File: config.mk
export PLATFORM = sky130hd
export DESIGN_NAME = word_shift_pipeline_flat
export DESIGN_NICKNAME = d
export VERILOG_FILES = /design/src/rtl/word_shift_pipeline_if.sv /design/src/rtl/word_shift_pipeline.sv /design/src/flat_wrapper.sv
export SDC_FILE = /design/constraint.sdc
export NUM_CORES = 1
export LEC_CHECK = 0
export ABC_AREA = 0
export CAP_MARGIN = 20
export CELL_PAD_IN_SITES_DETAIL_PLACEMENT = 0
export CELL_PAD_IN_SITES_GLOBAL_PLACEMENT = 1
export CORE_MARGIN = 8
export CORE_UTILIZATION = 50
export CTS_CLUSTER_SIZE = 25
export DETAILED_ROUTE_END_ITERATION = 10
export DONT_BUFFER_PORTS = 1
export PLACE_DENSITY = 0.86
export SYNTH_ARGS = -nofsm -noshare
export SYNTH_HDL_FRONTEND = slang
export SYNTH_SLANG_ARGS = --single-unit
File: constraint.sdc
create_clock -name clk -period 15.73 [get_ports clk]
set_input_delay 3.146 -clock clk [delete_from_list [all_inputs] [get_ports clk]]
set_output_delay 3.146 -clock clk [all_outputs]
set_load 0.01 [all_outputs]
File: src/rtl/word_shift_pipeline_if.sv
// word_shift_pipeline_if: control, data and status bundle for word_shift_pipeline
interface word_shift_pipeline_if #(parameter int WIDTH = 16, DEPTH = 8, SEL_W = 3, CNT_W = 4);
  logic                   en;
  logic [1:0]             mode;
  logic [WIDTH-1:0]       shift_in;
  logic                   load;
  logic [DEPTH*WIDTH-1:0] load_data;
  logic                   clr;
  logic [SEL_W-1:0]       tap_sel;
  logic [DEPTH*WIDTH-1:0] stages;
  logic [WIDTH-1:0]       tap_out;
  logic [WIDTH-1:0]       shift_out;
  logic                   shift_out_valid;
  logic [CNT_W-1:0]       fill_count;
  logic                   full;
  logic                   empty;
  modport master (
    output en, mode, shift_in, load, load_data, clr, tap_sel,
    input  stages, tap_out, shift_out, shift_out_valid, fill_count, full, empty
  );
  modport slave (
    input  en, mode, shift_in, load, load_data, clr, tap_sel,
    output stages, tap_out, shift_out, shift_out_valid, fill_count, full, empty
  );
endinterface

File: src/rtl/word_shift_pipeline.sv
// word_shift_pipeline: bidirectional word shift/rotate pipeline with valid map, fill count and tap
module word_shift_pipeline #(
  parameter int WIDTH = 16,
  parameter int DEPTH = 8,
  parameter int SEL_W = 3,
  parameter int CNT_W = 4
) (
  input logic clk,
  input logic rst,
  word_shift_pipeline_if.slave bus
);
  localparam int N = DEPTH * WIDTH;
  logic [N-1:0]       st, st_n;
  logic [DEPTH-1:0]   v, v_n;
  logic [WIDTH-1:0]   so, so_n;
  logic               sov, sov_n;
  logic [CNT_W-1:0]   cnt, cnt_n;
  logic               act, up, dn, rot;
  always_comb begin
    act = !bus.clr && !bus.load && bus.en;
    up = act && bus.mode == 2'b01;
    dn = act && bus.mode == 2'b10;
    rot = act && bus.mode == 2'b11;
    // stage 0 sits in the low word, so "up" is a left shift of the flat vector
    st_n = bus.clr ? '0 : bus.load ? bus.load_data :
           up ? {st[N-WIDTH-1:0], bus.shift_in} :
           dn ? {bus.shift_in, st[N-1:WIDTH]} :
           rot ? {st[N-WIDTH-1:0], st[N-1 -: WIDTH]} : st;
    v_n = bus.clr ? '0 : bus.load ? '1 :
          up ? {v[DEPTH-2:0], 1'b1} :
          dn ? {1'b1, v[DEPTH-1:1]} :
          rot ? {v[DEPTH-2:0], v[DEPTH-1]} : v;
    so_n = up ? st[N-1 -: WIDTH] : dn ? st[WIDTH-1:0] : so;
    sov_n = up ? v[DEPTH-1] : dn ? v[0] : 1'b0;
    cnt_n = '0;
    for (int i = 0; i < DEPTH; i++) cnt_n = cnt_n + CNT_W'(v_n[i]);
    bus.tap_out = '0;
    for (int i = 0; i < DEPTH; i++) if (bus.tap_sel == SEL_W'(i)) bus.tap_out = st[i*WIDTH +: WIDTH];
  end
  always_ff @(posedge clk or posedge rst) begin
    if (rst) begin
      st <= '0;
      v <= '0;
      so <= '0;
      sov <= 1'b0;
      cnt <= '0;
    end else begin
      st <= st_n;
      v <= v_n;
      so <= so_n;
      sov <= sov_n;
      cnt <= cnt_n;
    end
  end
  assign bus.stages = st;
  assign bus.shift_out = so;
  assign bus.shift_out_valid = sov;
  assign bus.fill_count = cnt;
  assign bus.full = cnt == CNT_W'(DEPTH);
  assign bus.empty = cnt == '0;
endmodule

File: src/flat_wrapper.sv
// flat-port wrapper written by rule: the top's interface ports become plain ports
module word_shift_pipeline_flat 
#(
  parameter int WIDTH = 16,
  parameter int DEPTH = 8,
  parameter int SEL_W = 3,
  parameter int CNT_W = 4
)
  (clk, rst, bus_en, bus_mode, bus_shift_in, bus_load, bus_load_data, bus_clr, bus_tap_sel, bus_stages, bus_tap_out, bus_shift_out, bus_shift_out_valid, bus_fill_count, bus_full, bus_empty);
  word_shift_pipeline_if #(.WIDTH(WIDTH), .DEPTH(DEPTH), .SEL_W(SEL_W), .CNT_W(CNT_W)) bus_i ();
  input logic clk;
  input logic rst;
  input wire logic [$bits(bus_i.en)-1:0] bus_en;
  input wire logic [$bits(bus_i.mode)-1:0] bus_mode;
  input wire logic [$bits(bus_i.shift_in)-1:0] bus_shift_in;
  input wire logic [$bits(bus_i.load)-1:0] bus_load;
  input wire logic [$bits(bus_i.load_data)-1:0] bus_load_data;
  input wire logic [$bits(bus_i.clr)-1:0] bus_clr;
  input wire logic [$bits(bus_i.tap_sel)-1:0] bus_tap_sel;
  output wire logic [$bits(bus_i.stages)-1:0] bus_stages;
  output wire logic [$bits(bus_i.tap_out)-1:0] bus_tap_out;
  output wire logic [$bits(bus_i.shift_out)-1:0] bus_shift_out;
  output wire logic [$bits(bus_i.shift_out_valid)-1:0] bus_shift_out_valid;
  output wire logic [$bits(bus_i.fill_count)-1:0] bus_fill_count;
  output wire logic [$bits(bus_i.full)-1:0] bus_full;
  output wire logic [$bits(bus_i.empty)-1:0] bus_empty;
  assign bus_i.en = bus_en;
  assign bus_i.mode = bus_mode;
  assign bus_i.shift_in = bus_shift_in;
  assign bus_i.load = bus_load;
  assign bus_i.load_data = bus_load_data;
  assign bus_i.clr = bus_clr;
  assign bus_i.tap_sel = bus_tap_sel;
  assign bus_stages = bus_i.stages;
  assign bus_tap_out = bus_i.tap_out;
  assign bus_shift_out = bus_i.shift_out;
  assign bus_shift_out_valid = bus_i.shift_out_valid;
  assign bus_fill_count = bus_i.fill_count;
  assign bus_full = bus_i.full;
  assign bus_empty = bus_i.empty;
  word_shift_pipeline #(.WIDTH(WIDTH), .DEPTH(DEPTH), .SEL_W(SEL_W), .CNT_W(CNT_W)) u_core (.clk(clk), .rst(rst), .bus(bus_i));
endmodule
==> results.sh <==
export IMPL_drt_wl_total_um=46800
export IMPL_synthArstFlopShare_pct=100
export IMPL_ant_nets=0
export IMPL_grt_max_degree=174
export IMPL_synth_area_um2=10400
export IMPL_holdWs_ps=550
export IMPL_crit_start="bus_tap_sel[1]"
export IMPL_fill_cells=1977
export IMPL_portBuffers=0
export IMPL_required_ps=12580
export IMPL_drtIter0Drc=1572
export IMPL_die_area_um2=25600
export IMPL_ys_warn_count=0
export IMPL_timing_rr_end="u_core.bus.fill_count[1]"
export IMPL_routed_via_density=7.17
export IMPL_final_cell_count_no_fill=1485
export IMPL_grt_pass1_wl_um=68200
export IMPL_critPathMaxFanout=31
export IMPL_synth_nets=1465
export IMPL_cts_tree="yes"
export IMPL_root_buffer="clkbuf_16"
export IMPL_track_usage_pct=34.8
export IMPL_clock_sinks=157
export IMPL_min_from="u_core.bus.shift_out[9]"
export IMPL_wl_per_cell_um=31.5
export IMPL_numCtsBuffers=17
export IMPL_drt_first_pass_iters=8
export IMPL_yosysTopAreaCell="dfrtp_1"
export IMPL_tightest_slew_ps=1110
export IMPL_rows=52
export IMPL_power_frac_comb_pct=13.7
export IMPL_hold_class="reg -> reg"
export IMPL_initial_core_util_pct=51.0
export IMPL_cellLeakagePower_nw=4.14
export IMPL_final_area_um2=10800
export IMPL_multi_input_area_um2=5760
export IMPL_slew_headroom_pct=25.8
export IMPL_dp_cells=1443
export IMPL_dp_hpwl_um=32400
export IMPL_dieHeight_um=160
export IMPL_synth_avg_cell_area_um2=7.94
export IMPL_dpl_cell_area_um2=10100
export IMPL_synth_edf_count=0
export IMPL_post_place_ws_ps=7760
export IMPL_clkPwrFrac_pct=39.1
export IMPL_synth_area_top_cells="dfrtp_1, nand2_1, o21ai_0"
export IMPL_switching_power_mw=0.396
export IMPL_ys_ff_latch=157
export IMPL_netlist_instances=1304
export IMPL_cts_resized=0
export IMPL_power_density_nw_per_um2=108
export IMPL_min_period_ps=7670
export IMPL_finalHoldViolations=0
export IMPL_synthFlopType="dfrtp_1"
export IMPL_path_clk_slew_ps=70
export IMPL_cts_setup_buffers=0
export IMPL_first_global_vias=10096
export IMPL_die_x_um=160
export IMPL_arrival_ps=4530
export IMPL_finalPower_mw=1.17
export IMPL_overflow=0
export IMPL_rr_startpoint="u_core.v[7]"
export IMPL_r2r_worst_path_cells=13
export IMPL_cp_endpoint="bus_tap_out[0]"
export IMPL_seqPwrFrac_pct=47.2
export IMPL_slew_violations=0
export IMPL_finalCritPeriodShare_pct=48.8
export IMPL_cp_end_kind="output port"
export IMPL_fin_tns_setup_ps=0
export IMPL_cap_violations=0
export IMPL_layout_common_cells="nand2_1, o21ai_0, dfrtp_1, o22ai_1, a21boi_0"
export IMPL_ff_latch_area_um2=3930
export IMPL_gp_congestion=0.973
export IMPL_rsz0062_at_grt="false"
export IMPL_status="complete, no violations"
export IMPL_syn_to_final_growth_pct=4.35
export IMPL_ir_drop_v=0.0000748
export IMPL_synth_cell_types=42
export IMPL_max_freq_mhz=130
export IMPL_drive_gt1_share_pct=4.81
export IMPL_ios=321
export IMPL_sw_frac_of_total_pct=33.8
export IMPL_setup_ws_ps=8060
export IMPL_final_nets=1354
export IMPL_fin_util_pct=53.3
export IMPL_synth_top_area_share_pct=37.9
export IMPL_internal_power_mw=0.776
export IMPL_htree_levels=4
export IMPL_drc=0
export IMPL_grt_antenna_before_repair=9
export IMPL_critical_path_class="in -> out"
export IMPL_cts_buffer_depth=2
export IMPL_core_area_um2=20300
export IMPL_setup_viol=0
export IMPL_clk_latency_ps=440
export IMPL_ys_seq_area_share_pct=37.9
export IMPL_reg2reg_setup_slack_ps=12270
export IMPL_skew_ps=11.7
export IMPL_startpoint_type="input port"
export IMPL_num_vias=10654
export IMPL_cts_hold_buffers_added=0
export IMPL_final_common_cell="nand2_1"
## per-layer routing
| metal | track usage [%] | part of all wire (%) |
|---|---|---|
| met1 | 43.0 | 37 |
| met2 | 53.1 | 45 |
| met3 | 12.6 | 12 |
| met4 | 17.1 | 5.1 |
| met5 | 0 | 0.058 |
## synth_stat cells, types with 13 or more instances
cell and count:
nand2_1 271, a21oi_1 67, buf_2 33, clkbuf_1 77, a221oi_1 20, o21ai_1 43, dfrtp_1 157, buf_1 13
o2bb2ai_1 14, o22ai_1 126, o31ai_1 16, a21boi_0 112, mux2i_1 30, o21ai_0 185, a32oi_1 16, a22oi_1 30
nand2b_1 19, buf_4 15
## how the worst min path moves through the flow
stage / endpoint / slack, ps / depth (start not counted)
after global routing: u_core.bus.shift_out_valid / 570 / 1
after floorplan: u_core.bus.shift_out_valid / 490 / 1
after global placement: u_core.bus.shift_out_valid / 530 / 1
after CTS: u_core.bus.shift_out_valid / 560 / 1
after detailed placement: u_core.bus.shift_out[13] / 540 / 2
final: u_core.bus.shift_out[9] / 550 / 2
## kinds of logic after synthesis
| kind of cell | after synthesis | synth area share (%) |
|---|---|---|
| buffers and inverters | 153 | 6.70 |
| DFF | 157 | 37.9 |
| AOI/OAI and AO/OA | 640 | 38.4 |
| adders and majority gates | 7 | 1.14 |
| muxes | 34 | 3.55 |
| and+or+nand+nor | 312 | 12.2 |
| xor gates and xnor gates | 1 | 0.0846 |
## registers in the layout, indices dropped and copies added, names as in the netlist
| name | count |
|---|---|
| u_core.v | 8 |
| u_core.bus.shift_out_valid | 1 |
| u_core.bus.shift_out | 16 |
| u_core.bus.fill_count | 4 |
| u_core.bus.stages | 128 |
## area by class of cell
class / instances / area share, %
repair buffers: 11 / 0.764
multi-input cells: 994 / 53.3
clock inverters: 14 / 1.78
diodes: 9 / 0.208
inverters: 12 / 0.463
clock buffers: 18 / 4.06
flip-flops and latches: 157 / 36.3
well taps: 270 / 3.12
## power by group through the flow
| stage | Clock, mW | Sequential (mW) | Combinational, mW |
|---|---|---|---|
| floorplan | 0 | 0.506 | 0.145 |
| global route | 0.472 | 0.556 | 0.180 |
| global placement | 0 | 0.559 | 0.154 |
| CTS | 0.454 | 0.550 | 0.159 |
| detailed placement | 0 | 0.558 | 0.158 |
| finish | 0.458 | 0.553 | 0.160 |
## critical path, stage by stage
cell     delay, ps
inv_1          630
nor2_1         160
buf_4          240
a21oi_1        340
Note: power is estimated with default switching activity, not from simulation.
